**src/rtl/mult_div_unit.sv**
```systemverilog
// mult_div_unit: iterative signed 32x32 multiply / divide unit.
//
// Multiply uses radix-2 Booth recoding, one step per cycle on a 65-bit
// accumulator {upper[31:0], lower[31:0], qMinus1}. Divide uses restoring
// division on operand magnitudes, one quotient bit per cycle, with signs
// fixed up when the result is written. Both take exactly 32 iteration
// cycles followed by a single DONE cycle.
//
// Ports:
//   Clk      in   system clock, rising-edge
//   Reset    in   synchronous active-high reset
//   Start    in   request, sampled only in IDLE
//   Op       in   0 = signed multiply, 1 = signed divide
//   A        in   [31:0] multiplicand / dividend
//   B        in   [31:0] multiplier / divisor
//   Busy     out  high while iterating
//   Done     out  one-cycle pulse, Hi/Lo valid from this cycle
//   Hi       out  [31:0] product[63:32] or remainder
//   Lo       out  [31:0] product[31:0] or quotient
//   DivZero  out  pulse with Done when a divide by zero is short-circuited
//
// Configuration:
//   MDU_DIVZERO_DETECT_EN  when defined, a divide with B=0 skips iteration and
//                          goes straight to DONE with DivZero=1 and Hi/Lo
//                          unchanged. When undefined, DivZero is tied low and
//                          a divide by zero runs the full 32 cycles, giving
//                          Hi=A and Lo=0xFFFFFFFF.

module mult_div_unit (
  input  logic        Clk,
  input  logic        Reset,
  input  logic        Start,
  input  logic        Op,
  input  logic [31:0] A,
  input  logic [31:0] B,
  output logic        Busy,
  output logic        Done,
  output logic [31:0] Hi,
  output logic [31:0] Lo,
  output logic        DivZero
);

  localparam logic [1:0] StIdle = 2'd0;
  localparam logic [1:0] StMult = 2'd1;
  localparam logic [1:0] StDiv  = 2'd2;
  localparam logic [1:0] StDone = 2'd3;

  logic [1:0]  stateQ, stateD;
  logic [4:0]  cntQ, cntD;
  logic [31:0] aQ, aD;             // original A: multiplicand, dividend sign
  logic [31:0] divisorQ, divisorD; // |B|
  logic        signQuoQ, signQuoD;
  logic [64:0] accQ, accD;
  logic [31:0] remQ, remD;
  logic [31:0] quoQ, quoD;
  logic [31:0] hiQ, hiD;
  logic [31:0] loQ, loD;

  // Operand magnitudes; |-2^31| = 0x80000000 is still correct as unsigned.
  logic [31:0] absA, absB;
  assign absA = A[31] ? (~A + 32'd1) : A;
  assign absB = B[31] ? (~B + 32'd1) : B;

  // Booth step. The add is done in 33 bits so that subtracting -2^31 cannot
  // overflow; the extra bit becomes the sign shifted into the accumulator.
  logic [32:0] mcand33;
  logic [32:0] boothSum;
  logic [64:0] accStep;
  assign mcand33 = {aQ[31], aQ};

  always_comb begin
    boothSum = {accQ[64], accQ[64:33]};
    unique case (accQ[1:0])
      2'b01:   boothSum = boothSum + mcand33;
      2'b10:   boothSum = boothSum - mcand33;
      default: boothSum = boothSum;
    endcase
    accStep = {boothSum, accQ[32:1]};
  end

  // Restoring divide step on magnitudes. The partial remainder is always
  // below the divisor (<= 2^31), so the shifted value fits in 33 bits and
  // bit 32 of the difference is a clean borrow flag.
  logic [32:0] remShift;
  logic [32:0] remDiff;
  logic [31:0] remStep;
  logic [31:0] quoStep;
  logic [31:0] quoFinal;
  logic [31:0] remFinal;

  always_comb begin
    remShift = {remQ, quoQ[31]};
    remDiff  = remShift - {1'b0, divisorQ};
    if (!remDiff[32]) begin
      remStep = remDiff[31:0];
      quoStep = {quoQ[30:0], 1'b1};
    end else begin
      remStep = remShift[31:0];
      quoStep = {quoQ[30:0], 1'b0};
    end
    // Quotient truncates toward zero; remainder follows the dividend's sign.
    quoFinal = signQuoQ ? (~quoStep + 32'd1) : quoStep;
    remFinal = aQ[31] ? (~remStep + 32'd1) : remStep;
  end

`ifdef MDU_DIVZERO_DETECT_EN
  logic dzQ, dzD;
`endif

  always_comb begin
    stateD   = stateQ;
    cntD     = cntQ;
    aD       = aQ;
    divisorD = divisorQ;
    signQuoD = signQuoQ;
    accD     = accQ;
    remD     = remQ;
    quoD     = quoQ;
    hiD      = hiQ;
    loD      = loQ;
`ifdef MDU_DIVZERO_DETECT_EN
    dzD      = dzQ;
`endif

    unique case (stateQ)
      StIdle: begin
        if (Start) begin
          aD       = A;
          divisorD = absB;
          signQuoD = A[31] ^ B[31];
          cntD     = 5'd0;
          accD     = {32'd0, B, 1'b0};
          remD     = 32'd0;
          quoD     = absA;
          stateD   = Op ? StDiv : StMult;
`ifdef MDU_DIVZERO_DETECT_EN
          dzD      = 1'b0;
          if (Op && (B == 32'd0)) begin
            stateD = StDone;
            dzD    = 1'b1;
          end
`endif
        end
      end

      StMult: begin
        accD = accStep;
        cntD = cntQ + 5'd1;
        if (cntQ == 5'd31) begin
          stateD = StDone;
          hiD    = accStep[64:33];
          loD    = accStep[32:1];
        end
      end

      StDiv: begin
        remD = remStep;
        quoD = quoStep;
        cntD = cntQ + 5'd1;
        if (cntQ == 5'd31) begin
          stateD = StDone;
          if (divisorQ == 32'd0) begin
            // Sign fix-up would corrupt the all-ones quotient; report raw.
            hiD = aQ;
            loD = 32'hFFFF_FFFF;
          end else begin
            hiD = remFinal;
            loD = quoFinal;
          end
        end
      end

      StDone: begin
        // Start in this cycle is deliberately ignored.
        stateD = StIdle;
      end

      default: stateD = StIdle;
    endcase
  end

  always_ff @(posedge Clk) begin
    if (Reset) begin
      stateQ   <= StIdle;
      cntQ     <= 5'd0;
      aQ       <= 32'd0;
      divisorQ <= 32'd0;
      signQuoQ <= 1'b0;
      accQ     <= 65'd0;
      remQ     <= 32'd0;
      quoQ     <= 32'd0;
      hiQ      <= 32'd0;
      loQ      <= 32'd0;
`ifdef MDU_DIVZERO_DETECT_EN
      dzQ      <= 1'b0;
`endif
    end else begin
      stateQ   <= stateD;
      cntQ     <= cntD;
      aQ       <= aD;
      divisorQ <= divisorD;
      signQuoQ <= signQuoD;
      accQ     <= accD;
      remQ     <= remD;
      quoQ     <= quoD;
      hiQ      <= hiD;
      loQ      <= loD;
`ifdef MDU_DIVZERO_DETECT_EN
      dzQ      <= dzD;
`endif
    end
  end

  assign Busy = (stateQ == StMult) || (stateQ == StDiv);
  assign Done = (stateQ == StDone);
  assign Hi   = hiQ;
  assign Lo   = loQ;

`ifdef MDU_DIVZERO_DETECT_EN
  assign DivZero = Done && dzQ;
`else
  assign DivZero = 1'b0;
`endif

endmodule
```
**config.mk**
```make
export PLATFORM = sky130hd
export DESIGN_NAME = mult_div_unit
export DESIGN_NICKNAME = d
export VERILOG_FILES = /design/src/rtl/mult_div_unit.sv
export SDC_FILE = /design/constraint.sdc
export NUM_CORES = 1
export LEC_CHECK = 0
export CORE_ASPECT_RATIO = 0.6
export CORE_MARGIN = 2
export CORE_UTILIZATION = 39
export DETAILED_ROUTE_END_ITERATION = 6
export PLACE_DENSITY = 0.67
export SLEW_MARGIN = 20
export SYNTH_ARGS = -nofsm -noshare
export SYNTH_HDL_FRONTEND = slang
export SYNTH_SLANG_ARGS = --single-unit
```
**constraint.sdc**
```tcl
create_clock -name Clk -period 5.2 [get_ports Clk]
set_input_delay 0.52 -clock Clk [delete_from_list [all_inputs] [get_ports Clk]]
set_output_delay 0.52 -clock Clk [all_outputs]
set_load 0.02 [all_outputs]
```
Yosys cells after proc, flatten, opt, wreduce, memory -nomap -nowiden
Cells that the tools add are included.

word-level totals
  output and inout bits = 67
  bits in writable memories = 0
  memory bits (read-only) = 0
  memories = 0
  bits in latches = 0
  flip-flop bits (word level) = 265

operators by class
  equal/unequal tests = 10
  bitwise logic cells = 5
  magnitude comparators = 0
  add/subtract/negate cells = 8
  shift operators = 0
  muxes and demuxes = 27
  divide/modulo/power cells = 0
  reductions and logical operators = 14
  multipliers = 0

operators with widths
  cell                                                                   number
  32-bit 2-to-1 mux                                                      13
  32-bit case mux with 2 select lines                                    4
  65-bit case mux with 2 select lines                                    1
  32-bit by 1-bit adder with 32-bit output, second input constant        4
  32-bit NOT                                                             4
  33-bit case mux with 2 select lines                                    1
  65-bit 2-to-1 mux                                                      1
  32-bit by 32-bit adder with 33-bit output                              1
  32-bit by 32-bit subtractor with 33-bit output                         1
  33-bit by 32-bit subtractor with 33-bit output                         1
  32-bit logical NOT                                                     1
  5-bit case mux with 2 select lines                                     1
  2-bit AND reduction                                                    5
  2-bit nonzero test                                                     4
  2-bit equality test, second input constant                             3
  2-bit 2-to-1 mux                                                       3
  2-bit != test, second input constant                                   3
  2-bit case mux with 3 select lines                                     1
  5-bit by 1-bit adder with 5-bit output, second input constant          1
  5-bit equality test, second input constant                             1
  5-bit 2-to-1 mux                                                       1
  2-bit by 1-bit equality test with 1-bit output, second input constant  2
  3-bit AND reduction                                                    1
  2-bit logical NOT                                                      1
  other kinds (5)                                                        5

Depth between registers and ports, before layout
  depth after elaboration = 8
  depth in mapped cells = 27
  depth with buffers taken out = 23

Worst setup path before layout
Ideal clock, no wire load.

  kind = reg-to-reg
  start point = register quoQ[31]
  end point = register hiQ[28] (netlist: Hi[28])
  setup time = 0.119 ns
  cell stages (with the launch flop) = 23
  path slack = 0.228 ns
  arrival = 4.853 ns
  clock period less this slack = 4.972 ns
  path through = dfxtp_1 inv_1 ha_1 inv_1 fa_1 a211oi_2 o21ai_4 o211ai_4 a2111oi_4 o31a_1 buf_6 nor2_4 buf_2 buf_2 mux2i_1 ha_1 nand4b_1 nor4_1 a41o_1 o211ai_1 o41ai_1 xnor2_1 o21ai_1

on the way
  cells in the longest elaborated chain, start to end = 8

ends and longest elaborated chain
  what                                            RTL line  source
  from (decl)                                     55        logic [31:0] quoQ, quoD;
  from (signal assigned)                          205       quoQ <= quoD;
  33-bit by 32-bit subtractor with 33-bit output  93        remDiff = remShift - {1'b0, divisorQ};
  32-bit 2-to-1 mux (*)                           94        if (!remDiff[32]) begin
  32-bit NOT                                      103       remFinal = aQ[31] ? (~remStep + 32'd1) : remStep;
  32-bit by 1-bit adder with 32-bit output        103
  32-bit 2-to-1 mux (*)                           103
  32-bit 2-to-1 mux (*)                           162       if (divisorQ == 32'd0) begin
  32-bit 2-to-1 mux (*)                           160       if (cntQ == 5'd31) begin
  32-bit case mux with 2 select lines (*)         125       unique case (stateQ)
  to (signal assigned)                            206       hiQ <= hiD;
  to (decl)                                       56        logic [31:0] hiQ, hiD;

Mark *: on every way between the ends. The rest lies on a longest branch, timed or not. The select of a mux whose other input is x is not followed.
A chain may end at the register's enable or synchronous reset.

Worst setup path after layout
  start point = register quoQ[31]
  end point = register hiQ[26] (netlist: Hi[26])

Same word-level chain as after synthesis.

==> flow_summary.json <==
{
  "period_minus_slack_ns": 5.02,
  "hp-class": "in2reg",
  "antenna_found_initial": 0,
  "core-area_mm2": 0.0481,
  "port_buffers": 133,
  "power.density_mw_per_mm2": 461,
  "seqCellArea_mm2": 0.00531,
  "cp-end-kind": "register",
  "routed.top_layer": "met4",
  "grt_setup_unrepaired": "no",
  "syn_avg_cell_area_um2": 7.48,
  "wl_met3_um": 8850,
  "dpl.hpwl_um": 55600,
  "drc": 0,
  "rows": 62,
  "drtIter0Drc": 2618,
  "timing.fmax_mhz": 199,
  "syn_nets": 2701,
  "multi_input_area_mm2": 0.0130,
  "crit_type": "reg2reg",
  "synth_edf_count": 0,
  "whs_ns": 0.405,
  "numCtsBuffers": 29,
  "required_ns": 5.68,
  "setup_tns_ns": 0,
  "fin_skew_ns": 0.0128,
  "ys_seq_area_share_pct": 27.7,
  "finalCritPeriodShare_pct": 96.6,
  "area.growth.synth_to_final_pct": 15.4,
  "stdcell_count": 3260,
  "drt-total-wl_um": 73800,
  "ant_nets": 0,
  "die_w_um": 290,
  "n_antenna_cell": 0,
  "routedWlPerCell_um": 22.6,
  "start_kind": "register",
  "ys_warn_count": 0,
  "final_max_slew_viol_count": 0,
  "power_mw": 10.2,
  "path_clk_slew_ns": 0.07,
  "postSynthCellCount": 2555,
  "clkSinkCount": 265,
  "async_flop_share_pct": 0,
  "grt_pass1_vias": 18180,
  "yosysUniqueCellTypes": 100,
  "synthFlopType": "dfxtp_1",
  "r2r-start": "quoQ[31]",
  "postCtsHoldBufs": 0,
  "setup-violations-final": 0,
  "relSlewSlack_pct": 22.5,
  "critPathMaxFanout": 7,
  "maxCapViolations": 0,
  "status": "completed",
  "fin_nets": 2743,
  "p_leak_nw": 8.19,
  "ir_drop_mv": 0.305,
  "firstDrtPassIters": 6,
  "cts_buffer_depth": 3,
  "grt_max_degree": 174,
  "hold_start": "Reset",
  "placed_cells": 3203,
  "die_h_um": 176,
  "syn_area_mm2": 0.0191,
  "htreeDepth": 1,
  "grt-ovfl-total": 0,
  "grt_usage_pct": 27.8,
  "place_congestion": 1.00,
  "hold_viol_final": 0,
  "clk_latency_ns": 0.60,
  "grt_first_pass_wirelength_um": 111000,
  "dr_wl_met2_um": 28400,
  "arrival_ns": 5.50,
  "num_vias": 20078,
  "layout-drive-gt1-share_pct": 6.79,
  "nFillCells": 4798,
  "viasPerCell": 6.16,
  "initial_core_util_pct": 39.8,
  "dieArea_mm2": 0.0509,
  "tightestPinTransition_ns": 1.16,
  "crit_path_start": "quoQ[31]",
  "post-route-util_pct": 45.9,
  "synth_seq_cells": 265,
  "io_pins": 135,
  "cts_tree": "built",
  "drt-met1-wl_um": 35100,
  "cts_root_buf": "clkbuf_16"
}
## final timing paths
kind / endpoint / depth (start not counted) / slack (ns)
setup / recovery: Hi[26] / 20 / 0.18
hold / removal: accQ[45] / 2 / 0.41
setup reg to reg: Hi[26] / 20 / 0.18
hold reg to reg: Lo[31] / 2 / 0.43
## where the power goes
part / leakage, nW / internal [mW] / switching [mW]
registers: 2.16 / 2.33 / 0.366
clock network: 0.493 / 1.27 / 0.965
logic: 5.53 / 1.81 / 3.43
## state kept, by name, indices dropped and copies added (netlist names)
signal	cells
accQ	65
Hi	32
Lo	32
aQ	32
divisorQ	32
quoQ	32
remQ	32
cntQ	5
stateQ	2
signQuoQ	1
## layout by cell type (no fill, tap or decap), types with 63 or more instances in the layout
cell type and instances:
nand2_1 342, a22oi_1 63, ha_1 69, nor2_1 255, inv_1 69, a21oi_1 246
xnor2_1 99, o21ai_0 147, a211oi_1 83, clkdlybuf4s50_1 131, dfxtp_1 265, xor2_1 86
## per-layer routing
metal | vias up | global-route usage [%]
met2 | 1039 | 37.7
met3 | 100 | 7.72
li1 | 9373 | -
met4 | 0 | 5.40
met1 | 9566 | 42.9
met5 | - | 0
## critical path, stage by stage (launching register included)
cell       delay (ns)
dfxtp_1          0.32
inv_1            0.10
ha_1             0.19
inv_1            0.06
fa_2             0.38
a211oi_4         0.31
o21ai_4          0.14
o211ai_4         0.31
a2111oi_4        0.15
nor4_4           0.54
nor2_4           0.11
mux2i_4          0.23
ha_2             0.25
nand4b_1         0.18
nor4_2           0.24
buf_4            0.17
a41o_1           0.25
o211ai_1         0.24
o21ai_1          0.26
xnor2_1          0.09
a221o_1          0.34
## cell families (layout without fill, tap and decap cells)
logic type	count (synthesis)	in the layout	synth area share (%)
other cells	1	1	0.0196
buf+inv	241	306	5.04
fa+ha+maj	78	78	5.18
mux	52	52	2.82
xor+xnor	185	185	8.47
compound gates	843	843	29.2
flops	265	265	27.7
simple gates	890	890	21.6
## cell type report
cell class | instances | area share, %
well taps | 640 | 3.63
flip-flops and latches | 265 | 24.0
clock buffers | 39 | 3.59
clock inverters | 15 | 0.879
inverters | 72 | 1.22
repair buffers | 180 | 7.67
multi-input cells | 2049 | 59.0
## cell usage after synthesis (7+ instances only)
cell type    n  area (um^2)
a211oi_1    84          631
a21o_1      35          263
a21oi_1    248         1240
a22oi_1     63          473
a31oi_1     22          138
and2_1      33          206
and3_1      12         75.1
buf_1       14         52.6
buf_2       20          100
clkbuf_1   129          484
dfxtp_1    265         5310
ha_1        76          951
inv_1       69          259
mux2_2      11          124
mux2i_1     40          400
nand2_1    342         1280
nand2b_1    29          181
nand3_1     27          135
nand4_1     14         87.6
nor2_1     260          976
nor2b_1     15         93.8
nor3_1      41          205
nor4_1      32          200
o2111ai_1    7         61.3
o211ai_1    24          180
o21a_1      14          105
o21ai_0    148          741
o21ai_1     15         75.1
o221ai_1    22          193
o22ai_1     10         62.6
o31ai_1     37          278
o41ai_1     17          149
or2_2        7         43.8
or3_1       21          131
or4_1       23          173
xnor2_1     99          867
xor2_1      86          753
## repair_timing
action,CTS,global route
setup buffers,0,3
resized for setup,0,20
setup endpoints to repair,0,19
## through the flow
stage | setup slack (ns) | instance area (um^2)
2_1_floorplan | 0.228 | 19100
3_3_place_gp | 0.225 | 21000
3_5_place_dp | 0.115 | 21000
4_1_cts | 0.0679 | 22000
5_1_grt | 0.00405 | 22100
6_report | 0.179 | 22100
(Power assumes the default switching activity.)
